### config.mk
export PLATFORM = sky130hd
export DESIGN_NAME = ps2_kbd_rx
export DESIGN_NICKNAME = d
export VERILOG_FILES = /design/src/rtl/ps2_pkg.sv /design/src/rtl/ps2_evt_fifo.sv /design/src/rtl/ps2_kbd_rx.sv
export SDC_FILE = /design/constraint.sdc
export NUM_CORES = 1
export LEC_CHECK = 0
export ABC_AREA = 1
export CORE_AREA = 10 10 133 135
export CTS_CLUSTER_SIZE = 24
export DETAILED_ROUTE_END_ITERATION = 12
export DIE_AREA = 0 0 143 145
export MAX_ROUTING_LAYER = met4
export PLACE_DENSITY_LB_ADDON = 0.08
export SYNTH_ARGS = -nofsm -noshare
export SYNTH_HDL_FRONTEND = slang
export SYNTH_HIERARCHICAL = 1
export SYNTH_SLANG_ARGS = --single-unit
### constraint.sdc
create_clock -name clk_sys -period 4.15 [get_ports clk_sys]
set_clock_uncertainty 0.05 [all_clocks]
set_input_delay 0.83 -clock clk_sys [delete_from_list [all_inputs] [get_ports clk_sys]]
set_output_delay 0.83 -clock clk_sys [all_outputs]
set_load 0.01 [all_outputs]
### src/rtl/ps2_pkg.sv
// ps2_pkg: shared constants, FSM state and event record for the PS/2 keyboard receiver.
package ps2_pkg;
  localparam logic [7:0] PS2_PREFIX_EXT = 8'hE0;
  localparam logic [7:0] PS2_PREFIX_REL = 8'hF0;
  typedef enum logic [1:0] {S_IDLE, S_DATA, S_PARITY, S_STOP} ps2_state_t;
  // "release" is a reserved word, so the break-code flag is named released.
  typedef struct packed {
    logic       extended;
    logic       released;
    logic [7:0] code;
  } ps2_event_t;
endpackage

### src/rtl/ps2_evt_fifo.sv
// ps2_evt_fifo: first-word-fall-through FIFO of 2^DEPTH_LOG2 entries.
// Ports: clk_sys/reset (async, active high); wr/din push; rd pops the head
// (ignored when empty); dout is the head entry (0 when empty); empty/full flags.
module ps2_evt_fifo #(
  parameter int WIDTH      = 10,
  parameter int DEPTH_LOG2 = 3
) (
  input  logic             clk_sys,
  input  logic             reset,
  input  logic             wr,
  input  logic [WIDTH-1:0] din,
  input  logic             rd,
  output logic [WIDTH-1:0] dout,
  output logic             empty,
  output logic             full
);
  logic [WIDTH-1:0]    mem [2**DEPTH_LOG2];
  logic [DEPTH_LOG2:0] wp, rp;
  logic                rd_en, wr_en;
  assign empty = wp == rp;
  // Extra MSB differs when the write pointer has lapped the read pointer.
  assign full  = wp[DEPTH_LOG2] != rp[DEPTH_LOG2] && wp[DEPTH_LOG2-1:0] == rp[DEPTH_LOG2-1:0];
  assign rd_en = rd && !empty;
  // A pop in the same cycle frees the slot, so a push into a full FIFO is then legal.
  assign wr_en = wr && (!full || rd_en);
  assign dout  = empty ? '0 : mem[rp[DEPTH_LOG2-1:0]];
  always_ff @(posedge clk_sys or posedge reset)
    if (reset) begin
      wp <= '0;
      rp <= '0;
    end else begin
      wp <= wp + (DEPTH_LOG2+1)'(wr_en);
      rp <= rp + (DEPTH_LOG2+1)'(rd_en);
    end
  always_ff @(posedge clk_sys)
    if (wr_en) mem[wp[DEPTH_LOG2-1:0]] <= din;
endmodule

### src/rtl/ps2_kbd_rx.sv
// ps2_kbd_rx: PS/2 keyboard receiver; filters the lines, deframes bytes, folds E0/F0 prefixes, queues events.
// Ports: clk_sys, reset (async, active high); ps2_clk/ps2_data raw lines;
// rd pops the head event; valid/code/extended/released show the head event;
// err pulses on frame error or timeout; overflow is sticky after a dropped event.
module ps2_kbd_rx
  import ps2_pkg::*;
#(
  parameter int FILT       = 8,
  parameter int TIMEOUT    = 65536,
  parameter int DEPTH_LOG2 = 3
) (
  input  logic       clk_sys,
  input  logic       reset,
  input  logic       ps2_clk,
  input  logic       ps2_data,
  input  logic       rd,
  output logic       valid,
  output logic [7:0] code,
  output logic       extended,
  output logic       released,
  output logic       err,
  output logic       overflow
);
  localparam int FW = $clog2(FILT + 1);
  localparam int TW = $clog2(TIMEOUT) + 1;
  localparam logic [FW-1:0] F_MAX  = FW'(FILT - 1);
  localparam logic [TW-1:0] TO_MAX = TW'(TIMEOUT - 1);
  ps2_state_t  state, state_n;
  logic        c_s1, c_s2, d_s1, d_s;
  logic        fclk;
  logic [FW-1:0] fcnt;
  logic [TW-1:0] tcnt;
  logic        fall, tmo;
  logic [2:0]  bitcnt;
  logic [7:0]  shreg;
  logic        par, par_ok;
  logic        dec_v, ext_flag, rel_flag;
  logic        start, shift, par_smp, stop_smp, frame_good, err_set;
  logic        push, empty, full;
  ps2_event_t  head;
  always_ff @(posedge clk_sys or posedge reset)
    if (reset) begin
      c_s1 <= 1'b1;
      c_s2 <= 1'b1;
      d_s1 <= 1'b1;
      d_s  <= 1'b1;
    end else begin
      c_s1 <= ps2_clk;
      c_s2 <= c_s1;
      d_s1 <= ps2_data;
      d_s  <= d_s1;
    end
  // The filtered clock flips only after FILT consecutive differing samples;
  // fall marks the cycle in which the filtered clock is about to go low.
  assign fall = fclk && !c_s2 && fcnt == F_MAX;
  always_ff @(posedge clk_sys or posedge reset)
    if (reset) begin
      fclk <= 1'b1;
      fcnt <= '0;
    end else begin
      fclk <= (c_s2 != fclk && fcnt == F_MAX) ? c_s2 : fclk;
      fcnt <= (c_s2 == fclk || fcnt == F_MAX) ? '0 : fcnt + 1'b1;
    end
  assign tmo = state != S_IDLE && tcnt == TO_MAX;
  always_ff @(posedge clk_sys or posedge reset)
    if (reset) state <= S_IDLE;
    else state <= state_n;
  always_comb begin
    state_n = state;
    unique case (state)
      S_IDLE:   if (fall && !d_s) state_n = S_DATA;
      S_DATA:   if (fall && bitcnt == 3'd7) state_n = S_PARITY;
      S_PARITY: if (fall) state_n = S_STOP;
      S_STOP:   if (fall) state_n = S_IDLE;
      default:  state_n = S_IDLE;
    endcase
    if (tmo) state_n = S_IDLE;
  end
  // A timeout takes priority over a stop bit sampled in the same cycle.
  always_comb begin
    start      = state == S_IDLE && fall && !d_s;
    shift      = state == S_DATA && fall;
    par_smp    = state == S_PARITY && fall;
    stop_smp   = state == S_STOP && fall && !tmo;
    frame_good = stop_smp && par_ok && d_s;
    err_set    = (stop_smp && !(par_ok && d_s)) || tmo;
  end
  always_ff @(posedge clk_sys or posedge reset)
    if (reset) begin
      tcnt     <= '0;
      bitcnt   <= '0;
      shreg    <= '0;
      par      <= 1'b0;
      par_ok   <= 1'b0;
      dec_v    <= 1'b0;
      err      <= 1'b0;
      ext_flag <= 1'b0;
      rel_flag <= 1'b0;
    end else begin
      tcnt   <= (state == S_IDLE || fall) ? '0 : tcnt + 1'b1;
      bitcnt <= start ? 3'd0 : shift ? bitcnt + 3'd1 : bitcnt;
      shreg  <= shift ? {d_s, shreg[7:1]} : shreg;
      par    <= start ? 1'b0 : shift ? par ^ d_s : par;
      par_ok <= par_smp ? par ^ d_s : par_ok;
      dec_v  <= frame_good;
      err    <= err_set;
      // shreg stays stable in IDLE, so the decode cycle can read it directly.
      if (err_set) begin
        ext_flag <= 1'b0;
        rel_flag <= 1'b0;
      end else if (dec_v) begin
        ext_flag <= shreg == PS2_PREFIX_EXT || (shreg == PS2_PREFIX_REL && ext_flag);
        rel_flag <= shreg == PS2_PREFIX_REL || (shreg == PS2_PREFIX_EXT && rel_flag);
      end
    end
  assign push = dec_v && shreg != PS2_PREFIX_EXT && shreg != PS2_PREFIX_REL;
  always_ff @(posedge clk_sys or posedge reset)
    if (reset) overflow <= 1'b0;
    else overflow <= overflow || (push && full && !(rd && valid));
  ps2_evt_fifo #(.WIDTH($bits(ps2_event_t)), .DEPTH_LOG2(DEPTH_LOG2)) u_fifo (
    .clk_sys(clk_sys),
    .reset  (reset),
    .wr     (push),
    .din    ({ext_flag, rel_flag, shreg}),
    .rd     (rd),
    .dout   (head),
    .empty  (empty),
    .full   (full)
  );
  assign valid    = !empty;
  assign code     = head.code;
  assign extended = head.extended;
  assign released = head.released;
endmodule
==> impl_metrics.json <==
{
  "pre_cts_slack_ns": 1.21,
  "routedWlPerCell_microns": 15.3,
  "worst-path-max-fanout": 40,
  "hold_slack_ns": 0.304,
  "die_y_microns": 145,
  "clk_pin_slew_ns": 0.05,
  "io_pins": 18,
  "async_flop_share_pct": 40.3,
  "drc": 0,
  "ir_drop_mv": 0.276,
  "grt_pass1_vias": 4079,
  "drive_gt1_share_pct": 9.63,
  "drtPass1Iterations": 5,
  "clockBufferDepth": 2,
  "worst_slack_ns": 0.820,
  "drtAntennaViolNets": 0,
  "synthToLayoutAreaGrowth_pct": 15.1,
  "die_w_microns": 143,
  "setup_tns_ns": 0,
  "finalCritPeriodShare_pct": 80.2,
  "synthesis.nets": 600,
  "worstHoldPathType": "reg2reg",
  "clock_tree.root_cell": "clkbuf_16",
  "cts_setup_buffers": 0,
  "diodes": 0,
  "max_freq_ghz": 0.300,
  "critPathCaptureType": "output port",
  "placed_area_sq_um": 6310,
  "critPathKind": "reg2out",
  "finalSetupViolations": 0,
  "dpl.hpwl_microns": 8060,
  "slew_violations": 0,
  "reg2reg_depth": 10,
  "hold_viol": 0,
  "die_area_sq_um": 20700,
  "ys_warn_count": 6,
  "syn_area_per_cell_sq_um": 10.2,
  "postSynthCellCount": 580,
  "power_mw": 4.10,
  "grt_setup_unrepaired": "no",
  "outcome": "complete, no violations",
  "p_per_area_nw_per_um2": 601,
  "wl_microns": 12400,
  "worst-endpoint-required_ns": 3.27,
  "gp_congestion": 0.834,
  "final_area_sq_um": 6810,
  "initial_core_util_pct": 39.4,
  "cts_hold_buf": 0,
  "ys_seq_area_share_pct": 63.5,
  "netlist_area_sq_um": 5920,
  "cts_buffers": 17,
  "synth_seq_cells": 134,
  "synth_top_flop_cell": "edfxtp_1",
  "synth_cell_types": 34,
  "tightest_slew_ns": 0.967,
  "multiInputGateArea_sq_um": 1860,
  "antenna_found_initial": 0,
  "drt_iter0_markers": 189,
  "clk_latency_ns": 0.41,
  "numPortBuffers": 17,
  "cap_violations": 0,
  "grt_remaining_overflow": 0,
  "cts_tree": "yes",
  "cts_resized": 0,
  "nets": 630,
  "rows": 45,
  "start_kind": "register",
  "via_count": 3958,
  "vias_per_cell": 4.88,
  "globalRouteTotalUtil_pct": 13.3,
  "synth_edf_count": 80,
  "max_slew_margin_pct": 35.4,
  "holdPathStages": 0,
  "fill_cells": 1410,
  "core-area_sq_um": 15000,
  "h-tree-depth": 4,
  "leakage_nw": 2.93,
  "grt_pass1_wl_microns": 21100,
  "crit_arrival_ns": 2.45,
  "grt_max_degree": 47,
  "timing.final.crit_period_ns": 3.33,
  "cts.sinks": 134,
  "seqCellArea_sq_um": 3760
}
## power breakdown
part,internal (mW),switching (mW)
Clock,0.769,0.516
Sequential,1.47,0.0674
Combinational,0.504,0.769
## path summary, 6_finish.rpt
kind	from	to	slack, ns
worst max-delay path	u_fifo/rp[0]	code[6]	0.82
worst min-delay path	c_s1	c_s2	0.30
worst max register to register	u_fifo/rp[1]	u_fifo/rp[2]	1.91
worst min register to register	c_s1	c_s2	0.30
max in group asynchronous	reset	tcnt[10]	2.50
min in group asynchronous	reset	u_fifo/wp[0]	0.69
## cells by family (layout without fill, tap and decap cells)
kind of cell / count (synthesis) / count (layout) / synth area share (%)
xor+xnor: 11 / 11 / 1.63
compound gates: 83 / 83 / 7.42
buf+inv: 70 / 113 / 5.05
fa+ha+maj: 15 / 15 / 3.17
simple gates: 267 / 267 / 19.2
flops: 134 / 134 / 63.5
## critical path, stage by stage, from the launching register on
cell	delay (ns)
dfrtp_1	0.52
inv_2	0.11
buf_4	0.37
o21ai_0	0.17
o21ai_1	0.12
nor2_1	0.07
nor2_1	0.12
clkdlybuf4s50_1	0.55
## cell usage after synthesis (2+ instances only)
| library cell | n | area [sq um] |
|---|---|---|
| xor2_1 | 7 | 61.3 |
| nor2_2 | 2 | 12.5 |
| buf_2 | 11 | 55.1 |
| inv_2 | 3 | 11.3 |
| dfrtp_1 | 49 | 1230 |
| nand2_1 | 70 | 263 |
| nor2_1 | 141 | 529 |
| nand4_1 | 4 | 25.0 |
| o21ai_0 | 52 | 260 |
| edfxtp_1 | 80 | 2400 |
| nand3_1 | 34 | 170 |
| dfstp_2 | 5 | 131 |
| ha_1 | 15 | 188 |
| a21oi_1 | 11 | 55.1 |
| clkbuf_1 | 2 | 7.51 |
| o21ai_2 | 2 | 17.5 |
| buf_6 | 2 | 22.5 |
| clkbuf_2 | 3 | 15.0 |
| inv_1 | 48 | 180 |
| xnor2_1 | 4 | 35.0 |
| o21ai_1 | 11 | 55.1 |
| nor3b_1 | 2 | 15.0 |
| o21bai_1 | 4 | 30.0 |
| nor3_1 | 3 | 15.0 |
| nand2_2 | 6 | 37.5 |
## area by class of cell
class / count / area share [%]
Clock inverter: 7 / 0.496
Timing Repair Buffer: 30 / 3.93
Multi-Input combinational cell: 376 / 27.3
Inverter: 51 / 2.81
Sequential cell: 134 / 55.2
Clock buffer: 25 / 6.83
Tap cell: 188 / 3.45
## state kept, by name, summed over array words and instances (netlist names)
register    count
u_fifo/mem     80
d_s             1
d_s1            1
dec_v           1
bitcnt          3
u_fifo/wp       4
c_s1            1
u_fifo/rp       4
shreg           8
overflow        1
par             1
par_ok          1
err             1
fclk            1
fcnt            4
c_s2            1
rel_flag        1
ext_flag        1
tcnt           17
state           2
## through the flow
step	instances	utilization, %
after floorplan	580	-
after global placement	779	42.0
after detailed placement	779	42.0
after CTS	811	45.3
after global routing	811	45.3
final	811	45.3
## cells in the final DEF, fill, tap and decap left out, types with 7 or more instances in the layout
| cell type | netlist | routed |
|---|---|---|
| o21ai_1 | 11 | 11 |
| clkdlybuf4s50_1 | 0 | 17 |
| xor2_1 | 7 | 7 |
| edfxtp_1 | 80 | 80 |
| ha_1 | 15 | 15 |
| a21oi_1 | 11 | 11 |
| inv_1 | 48 | 47 |
| o21ai_0 | 52 | 52 |
| clkbuf_1 | 2 | 7 |
| dfrtp_1 | 49 | 49 |
| nor2_1 | 141 | 141 |
| nand2_1 | 70 | 70 |
| nand3_1 | 34 | 34 |
| buf_4 | 1 | 13 |
| clkbuf_16 | 0 | 17 |
## per-layer routing
layer  vias up  part of all wire, %  GRT usage (%)
li1       1990                    -              -
met1      1903                   46           16.1
met2        53                   50           20.8
met3        12                  3.7           3.39
met4         0                  1.0           5.01
met5         -                    0              -
No activity file was read; power rests on OpenSTA's default activity.
